`config.mk`:
```
export PLATFORM = sky130hd
export DESIGN_NAME = imm_extend_pipe_flat
export DESIGN_NICKNAME = d
export VERILOG_FILES = /design/src/rtl/imm_extend_pipe_if.sv /design/src/rtl/imm_extend_pipe.sv /design/src/flat_wrapper.sv
export SDC_FILE = /design/constraint.sdc
export NUM_CORES = 1
export LEC_CHECK = 0
export ABC_CLOCK_PERIOD_IN_PS = 7800
export CAP_MARGIN = 20
export CORE_ASPECT_RATIO = 1.4
export CORE_MARGIN = 5
export CORE_UTILIZATION = 50
export CTS_CLUSTER_DIAMETER = 50
export DETAILED_ROUTE_END_ITERATION = 12
export MAX_ROUTING_LAYER = met4
export PLACE_DENSITY = 0.72
export SLEW_MARGIN = 20
export SYNTH_ARGS = -nofsm -noshare
export SYNTH_HDL_FRONTEND = slang
export SYNTH_SLANG_ARGS = --single-unit
```
`constraint.sdc`:
```
create_clock -name clk -period 7.8 [get_ports clk]
set_clock_uncertainty 0.1 [all_clocks]
set_input_delay 2.34 -clock clk [delete_from_list [all_inputs] [get_ports clk]]
set_output_delay 2.34 -clock clk [all_outputs]
set_load 0.02 [all_outputs]
```
`src/rtl/imm_extend_pipe_if.sv`:
```
// Producer/consumer handshake bundle for the immediate-extension unit.
// slave is the unit's view; master is the producer-plus-consumer view driving it.
interface imm_extend_pipe_if #(
  parameter int IN_W  = 12,
  parameter int OUT_W = 32
);
  logic             in_valid;
  logic             in_ready;
  logic [IN_W-1:0]  imm_in;
  logic [1:0]       mode;
  logic             out_valid;
  logic             out_ready;
  logic [OUT_W-1:0] imm_out;

  modport master (
    output in_valid, imm_in, mode, out_ready,
    input  in_ready, out_valid, imm_out
  );

  modport slave (
    input  in_valid, imm_in, mode, out_ready,
    output in_ready, out_valid, imm_out
  );
endinterface

```
`src/rtl/imm_extend_pipe.sv`:
```
// Immediate extension (zero/sign/sign<<2/rotated-8) into a 2-entry output FIFO; 1-cycle latency.
// Backpressure: in_ready drops when both entries are full, independent of out_ready.
module imm_extend_pipe #(
  parameter int IN_W  = 12,
  parameter int OUT_W = 32
) (
  input logic              clk,
  input logic              reset,
  input logic              flush,
  imm_extend_pipe_if.slave bus
);

  if (IN_W < 8 || IN_W > 24 || OUT_W < IN_W + 2) begin : g_bad_params
    $error("imm_extend_pipe: illegal IN_W/OUT_W combination");
  end

  function automatic logic [OUT_W-1:0] extend(input logic [IN_W-1:0] imm,
                                              input logic [1:0]      md);
    logic [11:0]      low12;
    logic [OUT_W-1:0] zx;
    logic [OUT_W-1:0] sx;
    logic [OUT_W-1:0] rv;
    logic [OUT_W-1:0] rr;
    int               rot;
    // Size cast keeps the [11:8] rotate field in range even for narrow IN_W.
    low12 = 12'(imm);
    zx    = {{(OUT_W-IN_W){1'b0}}, imm};
    sx    = {{(OUT_W-IN_W){imm[IN_W-1]}}, imm};
    rv    = {{(OUT_W-8){1'b0}}, low12[7:0]};
    rot   = (2 * int'(low12[11:8])) % OUT_W;
    rr    = (rv >> rot) | (rv << (OUT_W - rot));
    case (md)
      2'b00:   extend = zx;
      2'b01:   extend = sx;
      2'b10:   extend = sx << 2;
      default: extend = (IN_W >= 12) ? rr : zx;
    endcase
  endfunction

  logic [OUT_W-1:0] mem [2];
  logic [1:0]       count;
  logic             wr_ptr;
  logic             rd_ptr;
  logic             live;
  logic             push;
  logic             pop;
  logic             out_vld_int;
  logic             in_rdy_int;
  logic [OUT_W-1:0] ext_val;

  // live holds in_ready low until the first edge after reset release.
  assign in_rdy_int  = live && (count != 2'd2);
  assign out_vld_int = (count != 2'd0);
  assign push        = bus.in_valid && in_rdy_int;
  assign pop         = out_vld_int && bus.out_ready;
  assign ext_val     = extend(bus.imm_in, bus.mode);

  assign bus.in_ready  = in_rdy_int;
  assign bus.out_valid = out_vld_int;
  assign bus.imm_out   = out_vld_int ? mem[rd_ptr] : '0;

  always_ff @(posedge clk or posedge reset) begin
    if (reset) begin
      count  <= 2'd0;
      wr_ptr <= 1'b0;
      rd_ptr <= 1'b0;
      live   <= 1'b0;
      mem[0] <= '0;
      mem[1] <= '0;
    end else begin
      live <= 1'b1;
      if (flush) begin
        count  <= 2'd0;
        wr_ptr <= 1'b0;
        rd_ptr <= 1'b0;
      end else begin
        if (push) begin
          mem[wr_ptr] <= ext_val;
          wr_ptr      <= ~wr_ptr;
        end
        if (pop) begin
          rd_ptr <= ~rd_ptr;
        end
        case ({push, pop})
          2'b10:   count <= count + 2'd1;
          2'b01:   count <= count - 2'd1;
          default: count <= count;
        endcase
      end
    end
  end

endmodule

```
`src/flat_wrapper.sv`:
```
// flat-port wrapper written by rule: the top's interface ports become plain ports
module imm_extend_pipe_flat 
#(
  parameter int IN_W  = 12,
  parameter int OUT_W = 32
)
  (clk, reset, flush, bus_in_valid, bus_imm_in, bus_mode, bus_out_ready, bus_in_ready, bus_out_valid, bus_imm_out);
  imm_extend_pipe_if #(.IN_W(IN_W), .OUT_W(OUT_W)) bus_i ();
  input logic clk;
  input logic reset;
  input logic flush;
  input wire logic [$bits(bus_i.in_valid)-1:0] bus_in_valid;
  input wire logic [$bits(bus_i.imm_in)-1:0] bus_imm_in;
  input wire logic [$bits(bus_i.mode)-1:0] bus_mode;
  input wire logic [$bits(bus_i.out_ready)-1:0] bus_out_ready;
  output wire logic [$bits(bus_i.in_ready)-1:0] bus_in_ready;
  output wire logic [$bits(bus_i.out_valid)-1:0] bus_out_valid;
  output wire logic [$bits(bus_i.imm_out)-1:0] bus_imm_out;
  assign bus_i.in_valid = bus_in_valid;
  assign bus_i.imm_in = bus_imm_in;
  assign bus_i.mode = bus_mode;
  assign bus_i.out_ready = bus_out_ready;
  assign bus_in_ready = bus_i.in_ready;
  assign bus_out_valid = bus_i.out_valid;
  assign bus_imm_out = bus_i.imm_out;
  imm_extend_pipe #(.IN_W(IN_W), .OUT_W(OUT_W)) u_core (.clk(clk), .reset(reset), .flush(flush), .bus(bus_i));
endmodule
```
==> impl_metrics.xml <==
<?xml version="1.0" encoding="UTF-8"?>
<metrics>
  <group name="status">
    <metric name="status" unit="">finished, final reports clean</metric>
  </group>
  <group name="timing">
    <metric name="worst_slew_pin_slew" unit="ns">1.05</metric>
    <metric name="final_hold_slack" unit="ns">0.411</metric>
    <metric name="timing_hold_violations_final" unit="">0</metric>
    <metric name="timing.setup.tns" unit="ns">0</metric>
    <metric name="final_max_slew_viol_count" unit="">0</metric>
    <metric name="fin_crit" unit="ns">5.28</metric>
    <metric name="timing.final.crit_share" unit="%">67.7</metric>
    <metric name="setup_viol_count_final" unit="">0</metric>
    <metric name="final_critical_path_setup_slack" unit="ns">2.52</metric>
    <metric name="setup_repair_after_global_routing_missed_its_margin" unit="">no</metric>
    <metric name="slew_headroom" unit="%">30.0</metric>
    <metric name="fmax" unit="MHz">189</metric>
  </group>
  <group name="cells_and_area">
    <metric name="final_cell_count_without_fillers" unit="">645</metric>
    <metric name="layout.filler_cells" unit="">788</metric>
    <metric name="area_grow_syn2layout" unit="%">17.4</metric>
    <metric name="net_count_of_the_finished_layout" unit="">555</metric>
    <metric name="antennaDiodeCount" unit="">0</metric>
    <metric name="mostFrequentLayoutCell" unit="">nor2_1</metric>
    <metric name="mostFrequentLayoutCells" unit="">106 x nor2_1, 68 x dfrtp_1, 52 x clkdlybuf4s50_1</metric>
    <metric name="post_route_cells_drive_above_1_share" unit="%">7.22</metric>
    <metric name="finalCoreUtilization" unit="%">60.0</metric>
    <metric name="cell_area_after_layout" unit="um^2">5160</metric>
  </group>
  <group name="power_and_ir_drop">
    <metric name="cellPowerDensity" unit="nW/um^2">234</metric>
    <metric name="power.share.switching" unit="%">31.6</metric>
    <metric name="post_layout_total_power" unit="mW">1.21</metric>
    <metric name="share_clk_of_total_power" unit="%">32.1</metric>
    <metric name="ir_drop" unit="V">0.000151</metric>
    <metric name="share_comb_of_total_power" unit="%">25.6</metric>
    <metric name="sequentialPowerShare" unit="%">42.3</metric>
    <metric name="internal_power" unit="mW">0.825</metric>
    <metric name="power.static_leakage" unit="nW">1.98</metric>
    <metric name="net-switching-power" unit="mW">0.382</metric>
  </group>
  <group name="clocking">
    <metric name="cts_hold_buffers" unit="">0</metric>
    <metric name="cts.htree.levels" unit="">3</metric>
    <metric name="clock_pin_slew_on_the_worst_setup_and_hold_paths" unit="ns">0.06</metric>
    <metric name="clock_insertion_delay_worst_skew" unit="ns">0.33</metric>
    <metric name="clock_sink_count" unit="">69</metric>
    <metric name="clock_tree_from_tritoncts" unit="">yes</metric>
    <metric name="postcts_setup_bufs" unit="">0</metric>
    <metric name="cts-buffers-inserted" unit="">9</metric>
    <metric name="ctsRootBufferMaster" unit="">clkbuf_16</metric>
    <metric name="max-clock-path-buffers" unit="">2</metric>
    <metric name="postCtsResizedCells" unit="">0</metric>
  </group>
  <group name="synthesis">
    <metric name="synth_nets" unit="">527</metric>
    <metric name="synth.ff_latch_count" unit="">69</metric>
    <metric name="syn_area" unit="um^2">4400</metric>
    <metric name="ys_seq_area_share" unit="%">39.2</metric>
    <metric name="synth-edff-count" unit="">0</metric>
    <metric name="postSynth.topFlopCell" unit="">dfrtp_1</metric>
    <metric name="yosys_warnings" unit="">0</metric>
    <metric name="asr_flop_ratio_synth" unit="%">100</metric>
    <metric name="syn_area_per_cell" unit="um^2">8.68</metric>
    <metric name="synth_cell_types" unit="">61</metric>
    <metric name="syn-instance-count" unit="">507</metric>
  </group>
  <group name="job">
    <metric name="max-cap-violations" unit="">0</metric>
  </group>
  <group name="place">
    <metric name="gpl.final_weighted_congestion" unit="">0.939</metric>
    <metric name="detailed_place.area" unit="um^2">4880</metric>
    <metric name="post_place_setup_slack" unit="ns">2.25</metric>
    <metric name="dp.cells" unit="">629</metric>
    <metric name="dp_hpwl" unit="mm">8.71</metric>
    <metric name="buffer_ports.inserted" unit="">52</metric>
  </group>
  <group name="detailed_routing">
    <metric name="drt_iter0_drc" unit="">247</metric>
    <metric name="drt_wl_total" unit="mm">12.6</metric>
    <metric name="viasPerCell" unit="">6.17</metric>
    <metric name="drcViolationCount" unit="">0</metric>
    <metric name="average_detailed_routed_wire_length_per_instance" unit="um">19.5</metric>
    <metric name="vias" unit="">3980</metric>
    <metric name="ant_nets" unit="">0</metric>
    <metric name="detail_route.first_pass.iterations" unit="">5</metric>
  </group>
  <group name="floorplanning">
    <metric name="total_die_area" unit="um^2">10800</metric>
    <metric name="std_cell_rows" unit="">40</metric>
    <metric name="coreArea" unit="um^2">8610</metric>
    <metric name="boundaryPins" unit="">53</metric>
    <metric name="initial_core_util" unit="%">51.1</metric>
    <metric name="floorplan.die.height" unit="um">121</metric>
    <metric name="die_width" unit="um">89.3</metric>
  </group>
  <group name="critical_path">
    <metric name="crit_path_max_fanout" unit="">37</metric>
    <metric name="criticalPathCategory" unit="">in2reg</metric>
    <metric name="end_kind" unit="">flip-flop</metric>
    <metric name="critical-path-max-stage-delay" unit="ns">0.87</metric>
    <metric name="critPathArrivalTime" unit="ns">5.37</metric>
    <metric name="cp-start-kind" unit="">input port</metric>
    <metric name="required" unit="ns">7.89</metric>
    <metric name="crit_path_top_delay_cell" unit="">ha_1</metric>
    <metric name="timing.critical_path.mode_cell" unit="">mux2i_1</metric>
    <metric name="timing.critical_path.cells" unit="">clkdlybuf4s50_1, buf_4, inv_1, ha_1, mux2i_1, mux2i_1, a32oi_1, a31oi_1</metric>
  </group>
  <group name="grt">
    <metric name="globalRouteTotalUtil" unit="%">24.8</metric>
    <metric name="largest_net_degree_at_the_start_of_global_routing" unit="">70</metric>
    <metric name="antenna_found_initial" unit="">0</metric>
    <metric name="first_global_vias" unit="">3798</metric>
    <metric name="grt_pass1_wl" unit="mm">20.3</metric>
    <metric name="grt.overflow.total" unit="">0</metric>
  </group>
  <group name="hold_path">
    <metric name="hold_path.class" unit="">reg2reg</metric>
  </group>
</metrics>
==> final timing paths <==
path	cells past startpoint	startpoint	slack, ns	end
max in group asynchronous	3	reset	4.46	u_core.rd_ptr$_DFFE_PP0P_
min in group asynchronous	3	reset	2.51	u_core.mem[5]$_DFFE_PP0P_
min reg2reg	1	u_core.mem[22]$_DFFE_PP0P_	0.41	u_core.mem[22]$_DFFE_PP0P_
min	1	u_core.mem[22]$_DFFE_PP0P_	0.41	u_core.mem[22]$_DFFE_PP0P_
max	8	bus_imm_in[8]	2.52	u_core.mem[39]$_DFFE_PP0P_
max reg2reg	4	u_core.count[0]$_DFFE_PP0P_	5.48	u_core.mem[21]$_DFFE_PP0P_
==> critical path, delay by kind of cell <==
kind                     cells  cell delay (ns)
AO/OA/AOI/OAI                2             0.45
adder cells (fa/ha/maj)      1             0.87
multiplexers                 2             0.65
buffers and inverters        3             1.05
==> area by class of cell <==
| class | instances | area [um^2] | area share, % |
|---|---|---|---|
| multi-input combinational | 388 | 2430 | 47.0 |
| sequential | 69 | 1730 | 33.5 |
| timing repair buffer | 58 | 566 | 10.9 |
| clock buffer | 13 | 260 | 5.04 |
| tap | 105 | 131 | 2.54 |
| inverter | 9 | 33.8 | 0.654 |
| clock inverter | 3 | 20.0 | 0.388 |
==> kinds of logic after synthesis <==
family / count (synthesis) / share of synthesized area [%]
fa+ha+maj: 1 / 0.284
buf+inv: 50 / 5.66
compound gates: 124 / 18.6
mux: 54 / 13.2
simple gates: 204 / 21.9
flops: 69 / 39.2
xor+xnor: 4 / 0.967
other cells: 1 / 0.0852
==> layer usage <==
metal  track usage, %  up-vias  part of all wire, %
li1                 -     1880                    -
met1             32.8     1946                   43
met2             38.7      133                   49
met3             3.67       21                  4.9
met4             8.57        0                  2.2
met5                -        -                    0
==> registers in the layout, summed over array words and instances, names as in the netlist <==
register and flops:
u_core.wr_ptr 1, u_core.mem 64, u_core.live 1, u_core.rd_ptr 1, u_core.count 2
==> power by group through the flow <==
| stage | Clock, mW | Combinational [mW] | Sequential (mW) |
|---|---|---|---|
| 6_report | 0.387 | 0.309 | 0.510 |
| 5_1_grt | 0.406 | 0.343 | 0.523 |
| 4_1_cts | 0.389 | 0.311 | 0.510 |
| 3_5_place_dp | 0 | 0.309 | 0.516 |
| 3_3_place_gp | 0 | 0.303 | 0.510 |
| 2_1_floorplan | 0 | 0.228 | 0.495 |
==> Yosys cell counts (all sizes together), types with 2 or more instances <==
library cell    n  area [um^2]
nor2          107          402
dfrtp          69         1730
mux2i          50          513
a21oi          38          190
nand2          35          131
buf            26          158
o211ai         25          193
a31oi          20          125
clkbuf         15         57.6
nor3           11         55.1
o21ai           9         45.0
inv             8         30.0
nand3           8         40.0
nand3b          7         52.6
nand2b          5         31.3
a32oi           4         35.0
a41oi           4         35.0
nor2b           4         25.0
nor3b           4         30.0
o22a            4         35.0
a22o            3         26.3
nand4           3         25.0
o22ai           3         18.8
or4b            3         37.5
a22oi           2         15.0
and2            2         12.5
and3            2         12.5
mux2            2         22.5
mux4            2         45.0
nand4b          2         23.8
nor4b           2         17.5
o21a            2         15.0
o221ai          2         17.5
o31ai           2         15.0
or2             2         12.5
or3             2         12.5
or3b            2         17.5
xnor2           2         17.5
xor2            2         25.0
(Power assumes the default switching activity.)
